--- src/rtl/tusca_medida_pkg.sv ---
// Shared definitions for the TUSCA DHT11 measurement scheduler:
// FSM state encodings, DHT11 frame field offsets and the checksum test.
package tusca_medida_pkg;

    typedef enum logic [3:0] {
        OCIOSO   = 4'd0,
        DISPARA  = 4'd1,
        AGUARDA  = 4'd2,
        VERIFICA = 4'd3,
        ATUALIZA = 4'd4,
        FALHA    = 4'd5,
        ESPERA   = 4'd6,
        PAUSADO  = 4'd7
    } estado_t;

    // Bit offsets of the 8-bit fields inside the 40-bit DHT11 frame.
    localparam int CAMPO_UMID_INT = 32;
    localparam int CAMPO_UMID_DEC = 24;
    localparam int CAMPO_TEMP_INT = 16;
    localparam int CAMPO_TEMP_DEC = 8;
    localparam int CAMPO_CHECKSUM = 0;

    function automatic logic [7:0] campo(input logic [39:0] quadro, input int offset);
        return quadro[offset +: 8];
    endfunction

    // The sensor's checksum is the low byte of the sum of the four data bytes.
    function automatic logic checksum_ok(input logic [39:0] quadro);
        logic [7:0] soma;
        soma = campo(quadro, CAMPO_UMID_INT) + campo(quadro, CAMPO_UMID_DEC)
             + campo(quadro, CAMPO_TEMP_INT) + campo(quadro, CAMPO_TEMP_DEC);
        return soma == campo(quadro, CAMPO_CHECKSUM);
    endfunction

endpackage

--- src/rtl/filtro_media_temperatura.sv ---
// 4-tap moving average of the integer temperature byte. The first sample
// after reset fills the whole window so the output starts at that value.
// Used by agendador_medida_dht11 only when TUSCA_MEDIA_TEMPERATURA_EN is defined.
module filtro_media_temperatura (
    input  logic       clock,
    input  logic       reset,
    input  logic       carregar,
    input  logic [7:0] amostra,
    output logic [7:0] media
);

    logic [7:0] janela [4];
    logic       preenchido;
    logic [9:0] soma;

    // Window shift register: prefill on the first sample, shift afterwards.
    always_ff @(posedge clock or negedge reset) begin
        if (!reset) begin
            // NOTE: the window is small and must restart empty after reset, so it is reset like any other register.
            for (int i = 0; i < 4; i++) janela[i] <= '0;
            preenchido <= 1'b0;
        end else if (carregar) begin
            // NOTE: non-blocking assignments let every tap read its neighbour's old value in the same edge.
            if (!preenchido) begin
                for (int i = 0; i < 4; i++) janela[i] <= amostra;
                preenchido <= 1'b1;
            end else begin
                janela[0] <= amostra;
                for (int i = 1; i < 4; i++) janela[i] <= janela[i-1];
            end
        end
    end

    assign soma  = 10'(janela[0]) + 10'(janela[1]) + 10'(janela[2]) + 10'(janela[3]);
    assign media = 8'(soma >> 2);

endmodule

--- src/rtl/agendador_medida_dht11.sv ---
// Periodic DHT11 measurement scheduler: issues reads every PERIODO_MEDIDA
// cycles, aborts reads after TIMEOUT cycles, validates the frame checksum,
// counts consecutive failures and holds off reads while pausa is high.
// Optional build macro TUSCA_MEDIA_TEMPERATURA_EN: temperatura becomes the
// 4-sample moving average of temp_int instead of the raw value.
module agendador_medida_dht11
    import tusca_medida_pkg::*;
#(
    parameter int PERIODO_MEDIDA = 100_000_000,
    parameter int TIMEOUT        = 5_000_000,
    parameter int MAX_TENTATIVAS = 3
) (
    input  logic        clock,
    input  logic        reset,
    input  logic        start,
    input  logic        parar,
    input  logic        pausa,
    input  logic        dht_pronto,
    input  logic        dht_erro,
    input  logic [39:0] dht_dados,
    output logic        dht_medir,
    output logic        dht_abort,
    output logic [7:0]  umidade,
    output logic [7:0]  temperatura,
    output logic        medida_valida,
    output logic        nova_medida,
    output logic        erro_medida,
    output logic [1:0]  falhas,
    output logic [3:0]  db_estado
);

    localparam int PW = (PERIODO_MEDIDA > 1) ? $clog2(PERIODO_MEDIDA) : 1;
    localparam int TW = (TIMEOUT > 1) ? $clog2(TIMEOUT) : 1;
    localparam logic [PW-1:0] PER_FIM = PW'(PERIODO_MEDIDA - 1);
    localparam logic [TW-1:0] TMO_FIM = TW'(TIMEOUT - 1);

    estado_t       estado;
    logic [PW-1:0] cnt_periodo;
    logic [TW-1:0] cnt_timeout;
    logic [39:0]   quadro;
    logic [PW-1:0] periodo_inc;
    logic [TW-1:0] timeout_inc;
    logic [1:0]    falhas_nova;
    logic          erro_novo;
    logic [7:0]    temp_nova;

`ifdef TUSCA_MEDIA_TEMPERATURA_EN
    logic [7:0] temp_media;

    filtro_media_temperatura u_filtro (
        .clock    (clock),
        .reset    (reset),
        .carregar (estado == VERIFICA && checksum_ok(quadro)),
        .amostra  (campo(quadro, CAMPO_TEMP_INT)),
        .media    (temp_media)
    );

    assign temp_nova = temp_media;
`else
    assign temp_nova = campo(quadro, CAMPO_TEMP_INT);
`endif

    assign db_estado = estado;

    // Saturating counter increments and the next failure count.
    always_comb begin
        // NOTE: every always_comb output gets a value on every path, so no latch is inferred.
        periodo_inc = (cnt_periodo >= PER_FIM) ? PER_FIM : cnt_periodo + PW'(1);
        timeout_inc = (cnt_timeout >= TMO_FIM) ? TMO_FIM : cnt_timeout + TW'(1);
        falhas_nova = (falhas == 2'd3) ? 2'd3 : falhas + 2'd1;
        erro_novo   = int'(falhas_nova) >= MAX_TENTATIVAS;
    end

    // Scheduler FSM with registered outputs; the period counter runs in
    // every active state except PAUSADO so reads stay on a fixed grid.
    always_ff @(posedge clock or negedge reset) begin
        if (!reset) begin
            estado        <= OCIOSO;
            cnt_periodo   <= '0;
            cnt_timeout   <= '0;
            quadro        <= '0;
            dht_medir     <= 1'b0;
            dht_abort     <= 1'b0;
            umidade       <= '0;
            temperatura   <= '0;
            medida_valida <= 1'b0;
            nova_medida   <= 1'b0;
            erro_medida   <= 1'b0;
            falhas        <= '0;
        end else begin
            dht_medir   <= 1'b0;
            dht_abort   <= 1'b0;
            nova_medida <= 1'b0;

            if (parar && estado != OCIOSO) begin
                estado      <= OCIOSO;
                dht_abort   <= (estado == AGUARDA);
                cnt_periodo <= '0;
                cnt_timeout <= '0;
            end else begin
                case (estado)
                    OCIOSO: begin
                        if (start && !parar) begin
                            estado      <= DISPARA;
                            dht_medir   <= 1'b1;
                            cnt_periodo <= '0;
                            cnt_timeout <= '0;
                        end
                    end
                    DISPARA: begin
                        estado      <= AGUARDA;
                        cnt_periodo <= periodo_inc;
                        cnt_timeout <= timeout_inc;
                    end
                    AGUARDA: begin
                        cnt_periodo <= periodo_inc;
                        if (dht_erro) begin
                            estado <= FALHA;
                        end else if (dht_pronto) begin
                            estado <= VERIFICA;
                            quadro <= dht_dados;
                        end else if (cnt_timeout >= TMO_FIM) begin
                            estado    <= FALHA;
                            dht_abort <= 1'b1;
                        end else begin
                            cnt_timeout <= timeout_inc;
                        end
                    end
                    VERIFICA: begin
                        cnt_periodo <= periodo_inc;
                        estado      <= checksum_ok(quadro) ? ATUALIZA : FALHA;
                    end
                    ATUALIZA: begin
                        cnt_periodo   <= periodo_inc;
                        umidade       <= campo(quadro, CAMPO_UMID_INT);
                        temperatura   <= temp_nova;
                        nova_medida   <= 1'b1;
                        medida_valida <= 1'b1;
                        falhas        <= '0;
                        erro_medida   <= 1'b0;
                        estado        <= ESPERA;
                    end
                    FALHA: begin
                        cnt_periodo <= periodo_inc;
                        falhas      <= falhas_nova;
                        if (erro_novo) erro_medida <= 1'b1;
                        estado      <= ESPERA;
                    end
                    ESPERA: begin
                        if (pausa) begin
                            estado <= PAUSADO;
                        end else if (cnt_periodo >= PER_FIM) begin
                            estado      <= DISPARA;
                            dht_medir   <= 1'b1;
                            cnt_periodo <= '0;
                            cnt_timeout <= '0;
                        end else begin
                            cnt_periodo <= periodo_inc;
                        end
                    end
                    PAUSADO: begin
                        if (!pausa) begin
                            estado      <= ESPERA;
                            cnt_periodo <= periodo_inc;
                        end
                    end
                    default: estado <= OCIOSO;
                endcase
            end
        end
    end

endmodule

--- config.mk ---
export PLATFORM = sky130hd
export DESIGN_NAME = agendador_medida_dht11
export DESIGN_NICKNAME = d
export VERILOG_FILES = /design/src/rtl/tusca_medida_pkg.sv /design/src/rtl/filtro_media_temperatura.sv /design/src/rtl/agendador_medida_dht11.sv
export SDC_FILE = /design/constraint.sdc
export NUM_CORES = 1
export LEC_CHECK = 0
export ABC_AREA = 1
export BUFFER_PORTS_ARGS = -buffer_cell sky130_fd_sc_hd__buf_4
export CAP_MARGIN = 5
export CORE_MARGIN = 5
export CORE_UTILIZATION = 35
export DETAILED_ROUTE_END_ITERATION = 10
export GPL_TIMING_DRIVEN = 0
export HOLD_SLACK_MARGIN = 0.02
export PLACE_DENSITY_LB_ADDON = 0.3
export SLEW_MARGIN = 0
export SYNTH_ARGS = -nofsm -noshare
export SYNTH_HDL_FRONTEND = slang
export SYNTH_SLANG_ARGS = --single-unit
--- constraint.sdc ---
create_clock -name clock -period 2.8 [get_ports clock]
set_input_delay 0.14 -clock clock [delete_from_list [all_inputs] [get_ports clock]]
set_output_delay 0.14 -clock clock [all_outputs]
set_load 0.02 [all_outputs]
After elaboration in Yosys (flattened, before gate mapping)
Cells that the tools add are included.
{ "totals": {"output_inout_bits": 27, "word_cells": 101, "in_bits": 47, "reg_bits": 117} }
{ "classes": {"mux": 42, "n_addsub": 6, "n_bitwise": 2, "n_eq_ne": 19, "n_reduce_logical": 17, "magnitude_cmp": 3} }
{ "op_table": {"columns": ["cell", "n"], "rows": [
  ["two-way mux 23 bit", 8],
  ["two-way mux 27 bit", 6],
  ["case mux 27 bit (4 select lines)", 1],
  ["case mux 23 bit (4 select lines)", 1],
  ["two-way mux 4 bit", 8],
  ["case mux 4 bit (7 select lines)", 1],
  ["adder 27 x 1 -> 27 bit (second input constant)", 1],
  ["greater-or-equal comparator 27 bit (second input constant)", 1],
  ["adder 8 bit", 3],
  ["adder 23 x 1 -> 23 bit (second input constant)", 1],
  ["greater-or-equal comparator 23 bit (second input constant)", 1],
  ["inequality test 3 bit (second input constant)", 7],
  ["== test 4 x 3 -> 1 bit (second input constant)", 4],
  ["two-way mux 1 bit", 13],
  ["AND reduction 4 bit", 3],
  ["nonzero test 5 bit", 2],
  ["== test 4 x 2 -> 1 bit (second input constant)", 2],
  ["== test 8 bit", 1],
  ["AND reduction 7 bit", 1],
  ["inequality test 5 x 4 -> 1 bit (second input constant)", 1],
  ["OR reduction 5 bit", 1],
  ["== test 4 x 1 -> 1 bit (second input constant)", 1],
  ["logical NOT 4 bit", 1],
  ["inequality test 4 bit (second input constant)", 1],
  ["15 further kinds", 19]
]} }

Longest topological paths before layout
{ "logic_depth": {"depth_word": 7, "mapped_depth": 18, "depth_no_buf": 18} }

Least setup slack after synthesis
Ideal clock, no wire load.
{ "synth_timing": {"path_type": "reg-to-reg", "start": "reg quadro[9]", "end": "reg estado[0], in the netlist db_estado[0]", "synth_period_minus_slack_ps": 2998, "stages_incl_launch_ff": 18, "required_ps": 2683, "t_arrival_ps": 2881, "slack_ps": -198, "path_cell_list": "dfrtp_1 -> fa_1 -> inv_1 -> fa_1 -> inv_1 -> ha_1 -> fa_1 -> xor2_1 -> nand2_1 -> nand2_1 -> nor2_1 -> nand2_1 -> nor2_1 -> nand4_1 -> nand2_1 -> nand2_1 -> nand2_1 -> nand2_1"} }
{ "synth_via": {"elab_chain_cells": 5} }
{ "synth_lines": {"columns": ["element", "line", "source"], "rows": [
  ["from (decl)", "agendador_medida_dht11.sv:40", "logic [39:0] quadro;"],
  ["from (signal assigned)", "agendador_medida_dht11.sv:121", "quadro <= dht_dados;"],
  ["adder 8 bit", "tusca_medida_pkg.sv:31", "+ campo(quadro, CAMPO_TEMP_INT) + campo(quadro, CAMPO_TEMP_DEC);"],
  ["== test 8 bit", "tusca_medida_pkg.sv:32", "return soma == campo(quadro, CAMPO_CHECKSUM);"],
  ["two-way mux 1 bit", "agendador_medida_dht11.sv:131", "estado <= checksum_ok(quadro) ? ATUALIZA : FALHA;"],
  ["case mux 4 bit (7 select lines)", "agendador_medida_dht11.sv:101", "case (estado)"],
  ["two-way mux 4 bit", "agendador_medida_dht11.sv:95", "if (parar && estado != OCIOSO) begin"],
  ["to (signal assigned)", "agendador_medida_dht11.sv:131", null],
  ["to (decl)", "agendador_medida_dht11.sv:37", "estado_t estado;"]
]} }
No other way between the ends.
A chain may end at the register's enable or synchronous reset.

Worst setup path in the final report
Ends and elaborated chain as after synthesis.

==> key figures <==
Synthesis
  • Mapped Area: 0.00724 mm^2
  • Asr flop ratio synth: 1.00
  • Register area share after synthesis: 0.401
  • Post-Synthesis Cells: 941
  • Distinct cells, synth: 47
  • Ys Warns: 0
  • Post-synth EDFFs: 0
  • Syn_nets: 1011
  • Syn_area_per_cell: 7.69 um^2
  • Main synth FF type: dfrtp_1
  • Synth Register Bits: 116

Worst setup path
  • WP data arrival: 3.49 ns
  • Crit Path Category: flop to flop
  • Worst r2r src: quadro[9]
  • Critical Path Source Type: flop
  • Worst reg2reg path endpoint: db_estado[0]
  • Slowest CP cell: fa_2
  • Critical path peak fanout: 3
  • Family with the most delay on the worst path: adder cells
  • Crit-path most repeated cell: nand2_1
  • CP required: 3.11 ns
  • Critical Path Stages: 16
  • CP peak stage delay: 0.55 ns
  • CP endpoint kind: flop
  • Worst R2R Path Depth: 16
  • Critical path buffers and inverters: 2
  • Cell breakdown of the critical path: fa_1, inv_1, fa_1, inv_2, ha_4, fa_2, xnor2_2, nand3_2, nor2_4, nand2_2, nor2_2, nand4_1, nand2_1, nand2_1, nand2_1, nand2_1
  • R2R Setup Slk: -0.38 ns

Timing
  • Highest Clock Rate: 0.314 GHz
  • Final setup fails: 1
  • Worst rel slew slack: 0.574
  • Fin. Hold Viols: 0
  • RSZ-0062 raised after global routing: yes
  • Hold slack: 0.0424 ns
  • Final min period: 3.18 ns
  • Worst Skew: 0.0112 ns
  • Slew Viols, Final: 0
  • Fin crit share: 1.14
  • Worst-Margin Slew: 0.638 ns
  • Min setup slack post-route: -0.380 ns

GRT
  • First-pass GRT wire length: 33.8 mm
  • Vias in the first global route: 6647
  • Antenna violations before repair: 0
  • Gr usage total: 0.177
  • GR Overflow Total: 0
  • Largest net degree at the start of global routing: 61

Hold path
  • Hold depth: 3
  • Hold Crit Class: input pin to flop
  • Hold Startpoint: start
  • Hold endpoint: dht_medir

Drt
  • DRT iter0 DRCs: 321
  • Routed vias/inst: 4.88
  • Drt drc: 0
  • Final wirelength: 20.2 mm
  • DR pass1 iterations: 5
  • Post-DR wirelength/cell: 14.8 um
  • Vias: 6632
  • Antenna Violating Nets Remaining: 0

Cells and area
  • Finished Cell Area: 0.00919 mm^2
  • Final net count: 1145
  • FILL cells: 2049
  • Layout cell share with drive strength beyond 1: 0.174
  • Area growth from synthesis to final layout: 27.0%
  • Area of the multi-input gates: 0.00374 mm^2
  • Storage cell area: 0.00290 mm^2
  • # diodes: 0

Outcome
  • Outcome: finished, violations left
  • Violated checks: negative setup slack

CTS
  • CTS buffer count: 17
  • # H-tree levels: 4
  • Maximum buffer depth of the clock tree: 2
  • CTS tree: yes
  • Worst-Skew Late Latency: 0.42 ns
  • CTS clk-pin slew, worst paths: 0.06 ns
  • Clk root buf: clkbuf_16
  • # clock sinks: 116

Pwr
  • P_leak: 4.49 nW
  • Max VDD drop: 0.000937 V
  • Power per Cell Area: 1150 mW/mm^2

Die
  • Row count: 52
  • Die width: 154 um
  • Total core area: 0.0203 mm^2
  • Initial Util: 0.357
  • Die height: 154 um
  • Die area: 0.0237 mm^2
  • I/O pin cnt: 74

Run
  • Number of max-cap violations: 0

Place
  • Detailed-placement wirelength estimate: 14.6 mm
  • Final Wtd Congestion: 0.903
  • Pre-CTS setup slack: -0.410 ns
  • I/O Buffers: 72
  • Placed Instance Area: 0.00816 mm^2
## kinds of logic after synthesis
logic type,Yosys count,share of synthesized area
compound gates,102,0.0869
fa+ha+maj,23,0.0543
xor+xnor,30,0.0363
other cells,1,0.000518
flops,116,0.401
simple gates,492,0.299
buf+inv,155,0.0876
mux,22,0.0342
## routing by layer
metal / up-vias / global-route usage / part of all wire
met5: - / 0 / 0
met4: 0 / 0.0517 / 0.015
met3: 24 / 0.0368 / 0.044
met2: 146 / 0.291 / 0.48
met1: 3166 / 0.237 / 0.46
li1: 3296 / - / -
## Yosys cell counts (5+ instances only)
library cell,count,area [um^2]
nand2_1,249,935
clkbuf_1,6,22.5
xnor2_1,8,70.1
inv_1,100,375
nor2_1,80,300
buf_2,18,90.1
nand3_1,82,410
nor4_1,5,31.3
nor2_2,5,31.3
dfrtp_1,116,2900
fa_1,14,280
o21ai_0,29,145
nand2_2,5,31.3
a21oi_1,35,175
nor3_1,29,145
ha_1,9,113
o22ai_2,8,100
o21ai_1,11,55.1
nand4_1,20,125
mux2_1,22,248
xor2_1,22,193
clkinv_1,6,22.5
inv_2,19,71.3
## state kept, by name (all words and copies together), names as in the netlist
| name | cells |
|---|---|
| quadro | 40 |
| cnt_periodo | 27 |
| cnt_timeout | 23 |
| temperatura | 8 |
| umidade | 8 |
| db_estado | 3 |
| falhas | 2 |
| dht_abort | 1 |
| dht_medir | 1 |
| erro_medida | 1 |
| medida_valida | 1 |
| nova_medida | 1 |
## cells in the final DEF (no fill, tap or decap), types with 5 or more instances in the layout
cell type,n
clkbuf_16,17
nor3_1,29
nand4_1,20
inv_2,20
dfrtp_1,116
clkinvlp_4,5
o22ai_2,8
xnor2_1,7
clkbuf_1,7
nor2_2,6
xor2_1,22
o21ai_0,29
dlygate4sd3_1,42
mux2_1,22
nor4_1,5
a21oi_1,35
clkinv_1,6
nand2_1,248
o21ai_1,11
buf_4,75
buf_2,18
inv_1,99
ha_1,8
nor2_1,78
nand2_2,6
fa_1,13
nand3_1,81
## report_power, final
group / switching [mW] / internal (mW) / leakage, nW / total [mW]
Clock: 0.870 / 1.32 / 0.269 / 2.19
Sequential: 0.369 / 2.13 / 1.49 / 2.50
Combinational: 3.48 / 2.42 / 2.73 / 5.91
## worst max-delay path by stage
stage,startpoint,to,slack (ns)
5_1_grt,quadro[9],db_estado[0],-0.52
4_1_cts,quadro[25],db_estado[0],-0.41
3_3_place_gp,quadro[25],db_estado[0],-0.37
2_1_floorplan,quadro[25],db_estado[0],-0.09
3_5_place_dp,quadro[25],db_estado[0],-0.41
6_report,quadro[9],db_estado[0],-0.38
## area by class of cell
cell class                 instances  area share
clock buffer                      18      0.0467
buffer                            30      0.0180
multi-input combinational        670       0.407
clock inverter                    14      0.0169
tap                              270      0.0367
sequential                       116       0.316
inverter                         125      0.0510
timing repair buffer             115       0.108
## stage by stage
stage                      util  power [mW]  setup TNS (ns)  std cells
after detailed placement  0.402        8.11          -0.410       1284
after global routing      0.453        11.7          -0.522       1358
after CTS                 0.452        10.4          -0.405       1358
after floorplan               -        6.73         -0.0942        941
after global placement    0.401        7.98          -0.375       1283
final                     0.453        10.6          -0.380       1358
## timing repair
item,4_1_cts,5_1_grt
gates resized for setup,1,5
pin swaps,0,6
endpoints found under the setup margin,1,1
setup buffers,0,0
gates cloned,0,0
hold buffers,42,0
endpoints found under the hold margin,97,0
## worst min-delay path: stages
cell,delay (ns)
buf_4,0.10
nand3_1,0.08
o21ai_0,0.10
Power figures use the tool's default switching activity.
